File: config.mk
export PLATFORM = sky130hd
export DESIGN_NAME = discharge_param_scheduler_flat
export DESIGN_NICKNAME = d
export VERILOG_FILES = /design/src/rtl/discharge_param_scheduler_if.sv /design/src/rtl/discharge_param_scheduler.sv /design/src/flat_wrapper.sv
export SDC_FILE = /design/constraint.sdc
export NUM_CORES = 1
export LEC_CHECK = 0
export ABC_AREA = 1
export BUFFER_PORTS_ARGS = -buffer_cell sky130_fd_sc_hd__buf_4
export CORE_MARGIN = 2
export CORE_UTILIZATION = 54
export CTS_CLUSTER_DIAMETER = 80
export CTS_CLUSTER_SIZE = 28
export DETAILED_ROUTE_END_ITERATION = 12
export PLACE_DENSITY = 0.8
export SLEW_MARGIN = 20
export SYNTH_ARGS = -nofsm -noshare
export SYNTH_HDL_FRONTEND = slang
export SYNTH_SLANG_ARGS = --single-unit
File: constraint.sdc
create_clock -name clk -period 2.35 [get_ports clk]
set_input_delay 0.1175 -clock clk [delete_from_list [all_inputs] [get_ports clk]]
set_output_delay 0.1175 -clock clk [all_outputs]
set_load 0.02 [all_outputs]
File: src/rtl/discharge_param_scheduler_if.sv
// Command/parameter bus between the SPI/key sources, the scheduler and the MOSFET controller.
// The slave modport is the scheduler's view; master is the driving side.
interface discharge_param_scheduler_if;
  logic        machine_start_ack_spi;
  logic        machine_stop_ack_spi;
  logic        machine_start_ack_key;
  logic        machine_stop_ack_key;
  logic        change_Ton_ack;
  logic        change_Toff_ack;
  logic        change_Ip_ack;
  logic        change_waveform_ack;
  logic [15:0] Ton_data_in;
  logic [15:0] Toff_data_in;
  logic [15:0] Ip_data_in;
  logic [15:0] waveform_data_in;
  logic        cycle_boundary;
  logic        is_operation;
  logic [15:0] Ton_data;
  logic [15:0] Toff_data;
  logic [15:0] Ip_data;
  logic [15:0] waveform_data;
  logic        is_machine;
  logic        commit_pulse;
  logic [3:0]  pending;
  logic        reject_pulse;
  logic        drain_fault;

  modport slave (
    input  machine_start_ack_spi, machine_stop_ack_spi,
    input  machine_start_ack_key, machine_stop_ack_key,
    input  change_Ton_ack, change_Toff_ack, change_Ip_ack, change_waveform_ack,
    input  Ton_data_in, Toff_data_in, Ip_data_in, waveform_data_in,
    input  cycle_boundary, is_operation,
    output Ton_data, Toff_data, Ip_data, waveform_data,
    output is_machine, commit_pulse, pending, reject_pulse, drain_fault
  );

  modport master (
    output machine_start_ack_spi, machine_stop_ack_spi,
    output machine_start_ack_key, machine_stop_ack_key,
    output change_Ton_ack, change_Toff_ack, change_Ip_ack, change_waveform_ack,
    output Ton_data_in, Toff_data_in, Ip_data_in, waveform_data_in,
    output cycle_boundary, is_operation,
    input  Ton_data, Toff_data, Ip_data, waveform_data,
    input  is_machine, commit_pulse, pending, reject_pulse, drain_fault
  );
endinterface

File: src/rtl/discharge_param_scheduler.sv
// Validates and stages discharge parameter changes, commits them atomically at cycle
// boundaries, and drains the power stage before any waveform change takes effect.
module discharge_param_scheduler #(
  parameter logic [15:0] TON_DEFAULT      = 16'd10,
  parameter logic [15:0] TOFF_DEFAULT     = 16'd50,
  parameter logic [15:0] IP_DEFAULT       = 16'd20,
  parameter logic [15:0] WAVEFORM_DEFAULT = 16'h0001,
  parameter logic [15:0] TOFF_MIN         = 16'd5,
  parameter logic [15:0] IP_MAX           = 16'd78,
  parameter logic [15:0] DRAIN_TIMEOUT    = 16'd20000
) (
  input logic                           clk,
  input logic                           rst,
  discharge_param_scheduler_if.slave    bus
);

  typedef enum logic [1:0] {
    ST_IDLE   = 2'd0,
    ST_RUN    = 2'd1,
    ST_DRAIN  = 2'd2,
    ST_RESUME = 2'd3
  } state_t;

  state_t      state_r;
  logic [15:0] ton_r, toff_r, ip_r, wave_r;
  logic [15:0] ton_stg_r, toff_stg_r, ip_stg_r, wave_stg_r;
  logic [3:0]  pending_r;
  logic        spi_run_r, key_run_r;
  logic        is_machine_r, commit_r, reject_r, drain_fault_r;
  logic [15:0] drain_cnt_r;

  logic [3:0]  acc_s, rej_s, pending_s, commit_mask_s;
  logic [15:0] ton_stg_s, toff_stg_s, ip_stg_s, wave_stg_s;
  logic        run_req_s, timeout_s, drain_done_s;

  function automatic logic ton_ok(input logic [15:0] v);
    return v != 16'd0;
  endfunction

  function automatic logic toff_ok(input logic [15:0] v);
    return v >= TOFF_MIN;
  endfunction

  function automatic logic ip_ok(input logic [15:0] v);
    return (v != 16'd0) && (v <= IP_MAX);
  endfunction

  function automatic logic wave_ok(input logic [15:0] v);
    return (v == 16'h8000) || (v == 16'h0001) || (v == 16'h0002);
  endfunction

  assign run_req_s = spi_run_r & key_run_r;

  // Request validation and next staging contents (last accepted request wins)
  always_comb begin
    acc_s[0] = bus.change_Ton_ack      &  ton_ok(bus.Ton_data_in);
    acc_s[1] = bus.change_Toff_ack     &  toff_ok(bus.Toff_data_in);
    acc_s[2] = bus.change_Ip_ack       &  ip_ok(bus.Ip_data_in);
    acc_s[3] = bus.change_waveform_ack &  wave_ok(bus.waveform_data_in);
    rej_s[0] = bus.change_Ton_ack      & ~ton_ok(bus.Ton_data_in);
    rej_s[1] = bus.change_Toff_ack     & ~toff_ok(bus.Toff_data_in);
    rej_s[2] = bus.change_Ip_ack       & ~ip_ok(bus.Ip_data_in);
    rej_s[3] = bus.change_waveform_ack & ~wave_ok(bus.waveform_data_in);
    if (acc_s[0]) ton_stg_s  = bus.Ton_data_in;      else ton_stg_s  = ton_stg_r;
    if (acc_s[1]) toff_stg_s = bus.Toff_data_in;     else toff_stg_s = toff_stg_r;
    if (acc_s[2]) ip_stg_s   = bus.Ip_data_in;       else ip_stg_s   = ip_stg_r;
    if (acc_s[3]) wave_stg_s = bus.waveform_data_in; else wave_stg_s = wave_stg_r;
    pending_s = pending_r | acc_s;
  end

  // Which staged fields are committed at this edge; a same-cycle request is included
  always_comb begin
    commit_mask_s = 4'b0000;
    timeout_s     = bus.is_operation && (drain_cnt_r == (DRAIN_TIMEOUT - 16'd1));
    drain_done_s  = 1'b0;
    case (state_r)
      ST_IDLE: begin
        commit_mask_s = pending_s;
      end
      ST_RUN: begin
        // Waveform changes never commit at a boundary; they go through DRAIN instead
        if (run_req_s && bus.cycle_boundary && !pending_s[3]) begin
          commit_mask_s = {1'b0, pending_s[2:0]};
        end else begin
          commit_mask_s = 4'b0000;
        end
      end
      ST_DRAIN: begin
        drain_done_s = !bus.is_operation || timeout_s;
        if (drain_done_s) begin
          commit_mask_s = pending_s;
        end else begin
          commit_mask_s = 4'b0000;
        end
      end
      ST_RESUME: begin
        commit_mask_s = 4'b0000;
      end
      default: begin
        commit_mask_s = 4'b0000;
      end
    endcase
  end

  // Scheduler FSM, run sources, staging and committed parameter registers
  always_ff @(posedge clk) begin
    if (rst) begin
      state_r       <= ST_IDLE;
      ton_r         <= TON_DEFAULT;
      toff_r        <= TOFF_DEFAULT;
      ip_r          <= IP_DEFAULT;
      wave_r        <= WAVEFORM_DEFAULT;
      ton_stg_r     <= TON_DEFAULT;
      toff_stg_r    <= TOFF_DEFAULT;
      ip_stg_r      <= IP_DEFAULT;
      wave_stg_r    <= WAVEFORM_DEFAULT;
      pending_r     <= 4'b0000;
      spi_run_r     <= 1'b0;
      key_run_r     <= 1'b1;
      is_machine_r  <= 1'b0;
      commit_r      <= 1'b0;
      reject_r      <= 1'b0;
      drain_fault_r <= 1'b0;
      drain_cnt_r   <= 16'd0;
    end else begin
      if (bus.machine_stop_ack_spi)       spi_run_r <= 1'b0;
      else if (bus.machine_start_ack_spi) spi_run_r <= 1'b1;
      if (bus.machine_stop_ack_key)       key_run_r <= 1'b0;
      else if (bus.machine_start_ack_key) key_run_r <= 1'b1;

      reject_r   <= |rej_s;
      ton_stg_r  <= ton_stg_s;
      toff_stg_r <= toff_stg_s;
      ip_stg_r   <= ip_stg_s;
      wave_stg_r <= wave_stg_s;
      pending_r  <= pending_s & ~commit_mask_s;
      commit_r   <= |commit_mask_s;
      if (commit_mask_s[0]) ton_r  <= ton_stg_s;
      if (commit_mask_s[1]) toff_r <= toff_stg_s;
      if (commit_mask_s[2]) ip_r   <= ip_stg_s;
      if (commit_mask_s[3]) wave_r <= wave_stg_s;

      case (state_r)
        ST_IDLE: begin
          if (run_req_s) begin
            state_r      <= ST_RUN;
            is_machine_r <= 1'b1;
          end else begin
            is_machine_r <= 1'b0;
          end
        end
        ST_RUN: begin
          if (!run_req_s) begin
            state_r      <= ST_IDLE;
            is_machine_r <= 1'b0;
          end else if (pending_s[3]) begin
            state_r      <= ST_DRAIN;
            is_machine_r <= 1'b0;
            drain_cnt_r  <= 16'd0;
          end else begin
            is_machine_r <= 1'b1;
          end
        end
        ST_DRAIN: begin
          is_machine_r <= 1'b0;
          if (drain_done_s) begin
            if (timeout_s) drain_fault_r <= 1'b1;
            state_r <= run_req_s ? ST_RESUME : ST_IDLE;
          end else begin
            drain_cnt_r <= drain_cnt_r + 16'd1;
          end
        end
        ST_RESUME: begin
          if (run_req_s) begin
            state_r      <= ST_RUN;
            is_machine_r <= 1'b1;
          end else begin
            state_r      <= ST_IDLE;
            is_machine_r <= 1'b0;
          end
        end
        default: begin
          state_r      <= ST_IDLE;
          is_machine_r <= 1'b0;
        end
      endcase
    end
  end

  assign bus.Ton_data      = ton_r;
  assign bus.Toff_data     = toff_r;
  assign bus.Ip_data       = ip_r;
  assign bus.waveform_data = wave_r;
  assign bus.is_machine    = is_machine_r;
  assign bus.commit_pulse  = commit_r;
  assign bus.pending       = pending_r;
  assign bus.reject_pulse  = reject_r;
  assign bus.drain_fault   = drain_fault_r;

endmodule

File: src/flat_wrapper.sv
// flat-port wrapper written by rule: the top's interface ports become plain ports
module discharge_param_scheduler_flat 
#(
  parameter logic [15:0] TON_DEFAULT      = 16'd10,
  parameter logic [15:0] TOFF_DEFAULT     = 16'd50,
  parameter logic [15:0] IP_DEFAULT       = 16'd20,
  parameter logic [15:0] WAVEFORM_DEFAULT = 16'h0001,
  parameter logic [15:0] TOFF_MIN         = 16'd5,
  parameter logic [15:0] IP_MAX           = 16'd78,
  parameter logic [15:0] DRAIN_TIMEOUT    = 16'd20000
)
  (clk, rst, bus_machine_start_ack_spi, bus_machine_stop_ack_spi, bus_machine_start_ack_key, bus_machine_stop_ack_key, bus_change_Ton_ack, bus_change_Toff_ack, bus_change_Ip_ack, bus_change_waveform_ack, bus_Ton_data_in, bus_Toff_data_in, bus_Ip_data_in, bus_waveform_data_in, bus_cycle_boundary, bus_is_operation, bus_Ton_data, bus_Toff_data, bus_Ip_data, bus_waveform_data, bus_is_machine, bus_commit_pulse, bus_pending, bus_reject_pulse, bus_drain_fault);
  discharge_param_scheduler_if bus_i ();
  input logic clk;
  input logic rst;
  input wire logic [$bits(bus_i.machine_start_ack_spi)-1:0] bus_machine_start_ack_spi;
  input wire logic [$bits(bus_i.machine_stop_ack_spi)-1:0] bus_machine_stop_ack_spi;
  input wire logic [$bits(bus_i.machine_start_ack_key)-1:0] bus_machine_start_ack_key;
  input wire logic [$bits(bus_i.machine_stop_ack_key)-1:0] bus_machine_stop_ack_key;
  input wire logic [$bits(bus_i.change_Ton_ack)-1:0] bus_change_Ton_ack;
  input wire logic [$bits(bus_i.change_Toff_ack)-1:0] bus_change_Toff_ack;
  input wire logic [$bits(bus_i.change_Ip_ack)-1:0] bus_change_Ip_ack;
  input wire logic [$bits(bus_i.change_waveform_ack)-1:0] bus_change_waveform_ack;
  input wire logic [$bits(bus_i.Ton_data_in)-1:0] bus_Ton_data_in;
  input wire logic [$bits(bus_i.Toff_data_in)-1:0] bus_Toff_data_in;
  input wire logic [$bits(bus_i.Ip_data_in)-1:0] bus_Ip_data_in;
  input wire logic [$bits(bus_i.waveform_data_in)-1:0] bus_waveform_data_in;
  input wire logic [$bits(bus_i.cycle_boundary)-1:0] bus_cycle_boundary;
  input wire logic [$bits(bus_i.is_operation)-1:0] bus_is_operation;
  output wire logic [$bits(bus_i.Ton_data)-1:0] bus_Ton_data;
  output wire logic [$bits(bus_i.Toff_data)-1:0] bus_Toff_data;
  output wire logic [$bits(bus_i.Ip_data)-1:0] bus_Ip_data;
  output wire logic [$bits(bus_i.waveform_data)-1:0] bus_waveform_data;
  output wire logic [$bits(bus_i.is_machine)-1:0] bus_is_machine;
  output wire logic [$bits(bus_i.commit_pulse)-1:0] bus_commit_pulse;
  output wire logic [$bits(bus_i.pending)-1:0] bus_pending;
  output wire logic [$bits(bus_i.reject_pulse)-1:0] bus_reject_pulse;
  output wire logic [$bits(bus_i.drain_fault)-1:0] bus_drain_fault;
  assign bus_i.machine_start_ack_spi = bus_machine_start_ack_spi;
  assign bus_i.machine_stop_ack_spi = bus_machine_stop_ack_spi;
  assign bus_i.machine_start_ack_key = bus_machine_start_ack_key;
  assign bus_i.machine_stop_ack_key = bus_machine_stop_ack_key;
  assign bus_i.change_Ton_ack = bus_change_Ton_ack;
  assign bus_i.change_Toff_ack = bus_change_Toff_ack;
  assign bus_i.change_Ip_ack = bus_change_Ip_ack;
  assign bus_i.change_waveform_ack = bus_change_waveform_ack;
  assign bus_i.Ton_data_in = bus_Ton_data_in;
  assign bus_i.Toff_data_in = bus_Toff_data_in;
  assign bus_i.Ip_data_in = bus_Ip_data_in;
  assign bus_i.waveform_data_in = bus_waveform_data_in;
  assign bus_i.cycle_boundary = bus_cycle_boundary;
  assign bus_i.is_operation = bus_is_operation;
  assign bus_Ton_data = bus_i.Ton_data;
  assign bus_Toff_data = bus_i.Toff_data;
  assign bus_Ip_data = bus_i.Ip_data;
  assign bus_waveform_data = bus_i.waveform_data;
  assign bus_is_machine = bus_i.is_machine;
  assign bus_commit_pulse = bus_i.commit_pulse;
  assign bus_pending = bus_i.pending;
  assign bus_reject_pulse = bus_i.reject_pulse;
  assign bus_drain_fault = bus_i.drain_fault;
  discharge_param_scheduler #(.TON_DEFAULT(TON_DEFAULT), .TOFF_DEFAULT(TOFF_DEFAULT), .IP_DEFAULT(IP_DEFAULT), .WAVEFORM_DEFAULT(WAVEFORM_DEFAULT), .TOFF_MIN(TOFF_MIN), .IP_MAX(IP_MAX), .DRAIN_TIMEOUT(DRAIN_TIMEOUT)) u_core (.clk(clk), .rst(rst), .bus(bus_i));
endmodule
==> impl_metrics.py <==
metrics = {
    "outcome": {
        "outcome": "finished, final reports clean",
    },
    "pwr": {
        "power_density_mw_per_mm2": 749,
        "cellLeakagePower_nw": 3.74,
        "post_layout_power_w": 0.00629,
        "vdd_drop_max_mv": 0.664,
    },
    "detailed_routing": {
        "drt-total-wl_mm": 15.8,
        "firstDrtPassIters": 5,
        "routedWlPerCell_um": 13.0,
        "post_drt_via_cell_ratio": 5.02,
        "num_vias": 6086,
        "drt_iter0_markers": 389,
        "final_antenna_violating_net_count": 0,
        "route.detailed.drc": 0,
    },
    "critical_path": {
        "cp_arrival_ns": 2.42,
        "critPathCaptureType": "flop",
        "regToRegStartpoint": "u_core.drain_cnt_r[0]",
        "crit_type": "flop to flop",
        "cp.required_ns": 2.70,
        "crit_path_start_kind": "flop",
        "worst_setup_path_startpoint": "u_core.drain_cnt_r[0]",
        "reg2reg_to": "u_core.bus.Toff_data[12]",
        "setup.reg_to_reg.worst_slack_ns": 0.28,
        "cell_depth_of_the_worst_flop_to_flop_path": 16,
        "critPathMaxFanout": 26,
    },
    "final_layout": {
        "syn_to_final_growth_pct": 28.3,
        "final_layout_size_suffix_gt1_share_pct": 22.6,
        "num_antenna_cells": 0,
        "final_design_area_no_fill_mm2": 0.00840,
        "num-nets-final": 1137,
    },
    "sta": {
        "finalWorstPathRequiredPeriod_ns": 2.07,
        "timing.final.setup_violations": 0,
        "timing.clock.skew_ns": 0.00817,
        "setup_tns_ns": 0,
        "maxClockFrequency_ghz": 0.484,
        "timing.max_slew.rel_slack_pct": 35.6,
        "layout_worst_path_cycle_share_pct": 87.9,
        "finalWorstSetupSlack_ns": 0.285,
        "rsz0062_at_grt": "false",
        "worst-slew-pin-transition_ns": 0.966,
        "hold_viol_final": 0,
        "finalMaxSlewViolations": 0,
    },
    "placed_design": {
        "gpl.final_weighted_congestion": 0.895,
        "dp_slack_ns": 0.285,
        "port_buffers": 147,
        "dpl_cell_area_mm2": 0.00775,
        "post_dp_hpwl_mm": 10.6,
    },
    "floorplanning": {
        "placement_rows": 40,
        "floorplan_core_area_mm2": 0.0119,
        "io-pin-count": 148,
        "design.die.area_mm2": 0.0130,
        "chipHeight_um": 114,
        "die_extent_in_x_um": 114,
        "floorplan.initialDensity_pct": 55.0,
    },
    "clock_network": {
        "cts_num_sinks": 156,
        "clk_root_buffer_cell": "clkbuf_16",
        "post-cts-setup-buffer-count": 0,
        "clk_latency_ns": 0.42,
        "number_of_cts_inserted_buffers": 17,
        "tritoncts_clock_tree": "built",
        "clock_tree.buffer_depth": 2,
        "cts.htree.levels": 4,
        "clkSlewWorstSetupHoldPaths_ns": 0.06,
    },
    "logic_synthesis": {
        "yosys_warnings": 0,
        "gate_count_of_the_mapped_netlist": 910,
        "synth-seq-cells": 156,
        "post_synth.cell_area_avg_um2": 7.20,
        "synthesized_nets": 991,
        "synth_area_mm2": 0.00655,
        "synth-seq-area-share_pct": 47.7,
        "post_synth_num_cell_types": 33,
    },
    "global_route": {
        "globalRouteTotalUtil_pct": 24.7,
        "grt_max_degree": 94,
        "antenna_found_initial": 0,
        "gr-total-overflow": 0,
        "via_count_of_the_first_global_routing_pass": 5461,
        "grt_first_pass_wirelength_mm": 25.8,
    },
    "hold_path": {
        "hold_path_depth": 3,
        "hold_path_end": "u_core.wave_stg_r[15]",
        "path_class_of_the_lowest_slack_min_delay_path": "input port to flop",
        "hold_start": "bus_waveform_data_in[15]",
    },
    "job": {
        "max_cap_violations": 0,
    },
}
[worst max-delay path, stage by stage (launching register included)]
cell and delay [ns]:
dfxtp_1 0.36, ha_1 0.20, nand2_1 0.09, inv_2 0.07, nand2_2 0.06, nor2_2 0.13, nand2_1 0.07, nand2_2 0.09
nand2_2 0.05, nand2_2 0.07, inv_2 0.05, nand2_4 0.17, buf_12 0.21, nand2_4 0.09, clkinv_4 0.13, nor2_1 0.05
nor2_1 0.10
[worst max-delay path by stage]
stage	end	cells after the start	slack, ns
after global placement	u_core.bus.Ip_data[12]	15	0.38
after global routing	u_core.bus.waveform_data[7]	13	0.03
after CTS	u_core.bus.Ip_data[15]	15	0.27
final	u_core.bus.Toff_data[12]	16	0.28
after detailed placement	u_core.bus.Ip_data[15]	15	0.29
after floorplan	u_core.bus.Ton_data[10]	16	0.58
[synth_stat cells]
master      n  area, µm²
inv_2       4       15.0
o21ai_0    52        260
o21ai_1     1       5.00
a21oi_1    36        180
nand3_1    75        375
a41oi_1     1       8.76
buf_2      14       70.1
nand2_2     6       37.5
o211ai_1    1       7.51
ha_1        5       62.6
nand2_4     3       33.8
nand3_4     1       17.5
nor2_1    185        694
nand4_2     1       12.5
buf_6       2       22.5
xor2_1      8       70.1
nor2_2     18        113
inv_4       1       6.26
nand2_1   184        691
nor3_1     25        125
inv_1      66        248
a21boi_1    1       7.51
nand3b_1    2       15.0
dfxtp_1   156       3120
or2_2      18        113
nand4_1    12       75.1
clkbuf_1   21       78.8
mux2i_1     1       10.0
nor2_4      1       11.3
buf_1       4       15.0
buf_8       2       30.0
clkinv_1    2       7.51
clkinv_4    1       8.76
[power breakdown]
part / internal, W / switching [W] / total [W]
Clock: 0.00160 / 0.00101 / 0.00262
Combinational: 0.000352 / 0.000494 / 0.000847
Sequential: 0.00277 / 0.0000590 / 0.00283
Total: 0.00472 / 0.00157 / 0.00629
[per-layer routing]
| layer | GRT usage [%] | vias up | part of all wire (%) |
|---|---|---|---|
| met4 | 9.35 | 0 | 2.0 |
| met5 | 0 | - | 0 |
| met3 | 6.83 | 22 | 7.2 |
| met2 | 38.5 | 185 | 46 |
| li1 | - | 3166 | - |
| met1 | 32.9 | 2713 | 45 |
[area by class of cell]
type                       instances  area [µm²]
clock buffer                      23         468
sequential                       156        3120
inverter                          74         287
fill                             967        3510
clock inverter                     6        90.1
multi-input combinational        637        2930
tap                              147         184
timing repair buffer             170        1320
[metrics by stage]
stage               util [%]  std cells  hold WS (ns)
CTS                     70.5       1213      0.000119
detailed placement      65.1       1175         0.284
finish                  70.5       1213        0.0157
global route            70.5       1213        0.0430
floorplan                  -        910         0.194
global placement        65.1       1175         0.280
[placed cells by master, fill, tap and decap left out, types with 4 or more instances in the layout]
cell | Yosys | final
nor2_1 | 185 | 185
dfxtp_1 | 156 | 156
buf_4 | 0 | 159
nand2_2 | 6 | 7
nand3_1 | 75 | 75
nand4_1 | 12 | 12
a21oi_1 | 36 | 36
nor2_2 | 18 | 18
or2_2 | 18 | 18
o21ai_0 | 52 | 52
xor2_1 | 8 | 8
nand2_1 | 184 | 183
clkbuf_16 | 0 | 17
nor3_1 | 25 | 25
clkbuf_1 | 21 | 4
inv_1 | 66 | 65
ha_1 | 5 | 5
dlygate4sd3_1 | 0 | 9
[repair_timing]
item / 4_1_cts / 5_1_grt
setup endpoints to repair: 0 / 1
hold buffers: 9 / 0
resized for setup: 0 / 2
endpoints found under the hold margin: 7 / 0
[cells by family (layout without fill, tap and decap cells)]
group,Yosys count,count (layout),share of synthesized area [%]
adder cells (fa/ha/maj),5,5,0.955
flip-flops,156,156,47.7
AO/OA/AOI/OAI,92,92,7.16
AND/OR/NAND/NOR,531,531,35.3
buffers and inverters,117,273,7.66
multiplexers,1,1,0.153
XOR/XNOR,8,8,1.07
[state kept, by name (all words and copies together), names as in the netlist]
register and cells:
u_core.bus.pending 4, u_core.bus.waveform_data 16, u_core.bus.Toff_data 16, u_core.ton_stg_r 16
u_core.key_run_r 1, u_core.bus.reject_pulse 1, u_core.state_r 2, u_core.bus.Ip_data 16
u_core.bus.drain_fault 1, u_core.drain_cnt_r 16, u_core.bus.Ton_data 16, u_core.bus.is_machine 1
u_core.toff_stg_r 16, u_core.wave_stg_r 16, u_core.ip_stg_r 16, u_core.spi_run_r 1
u_core.bus.commit_pulse 1
No activity file was read; power rests on OpenSTA's default activity.
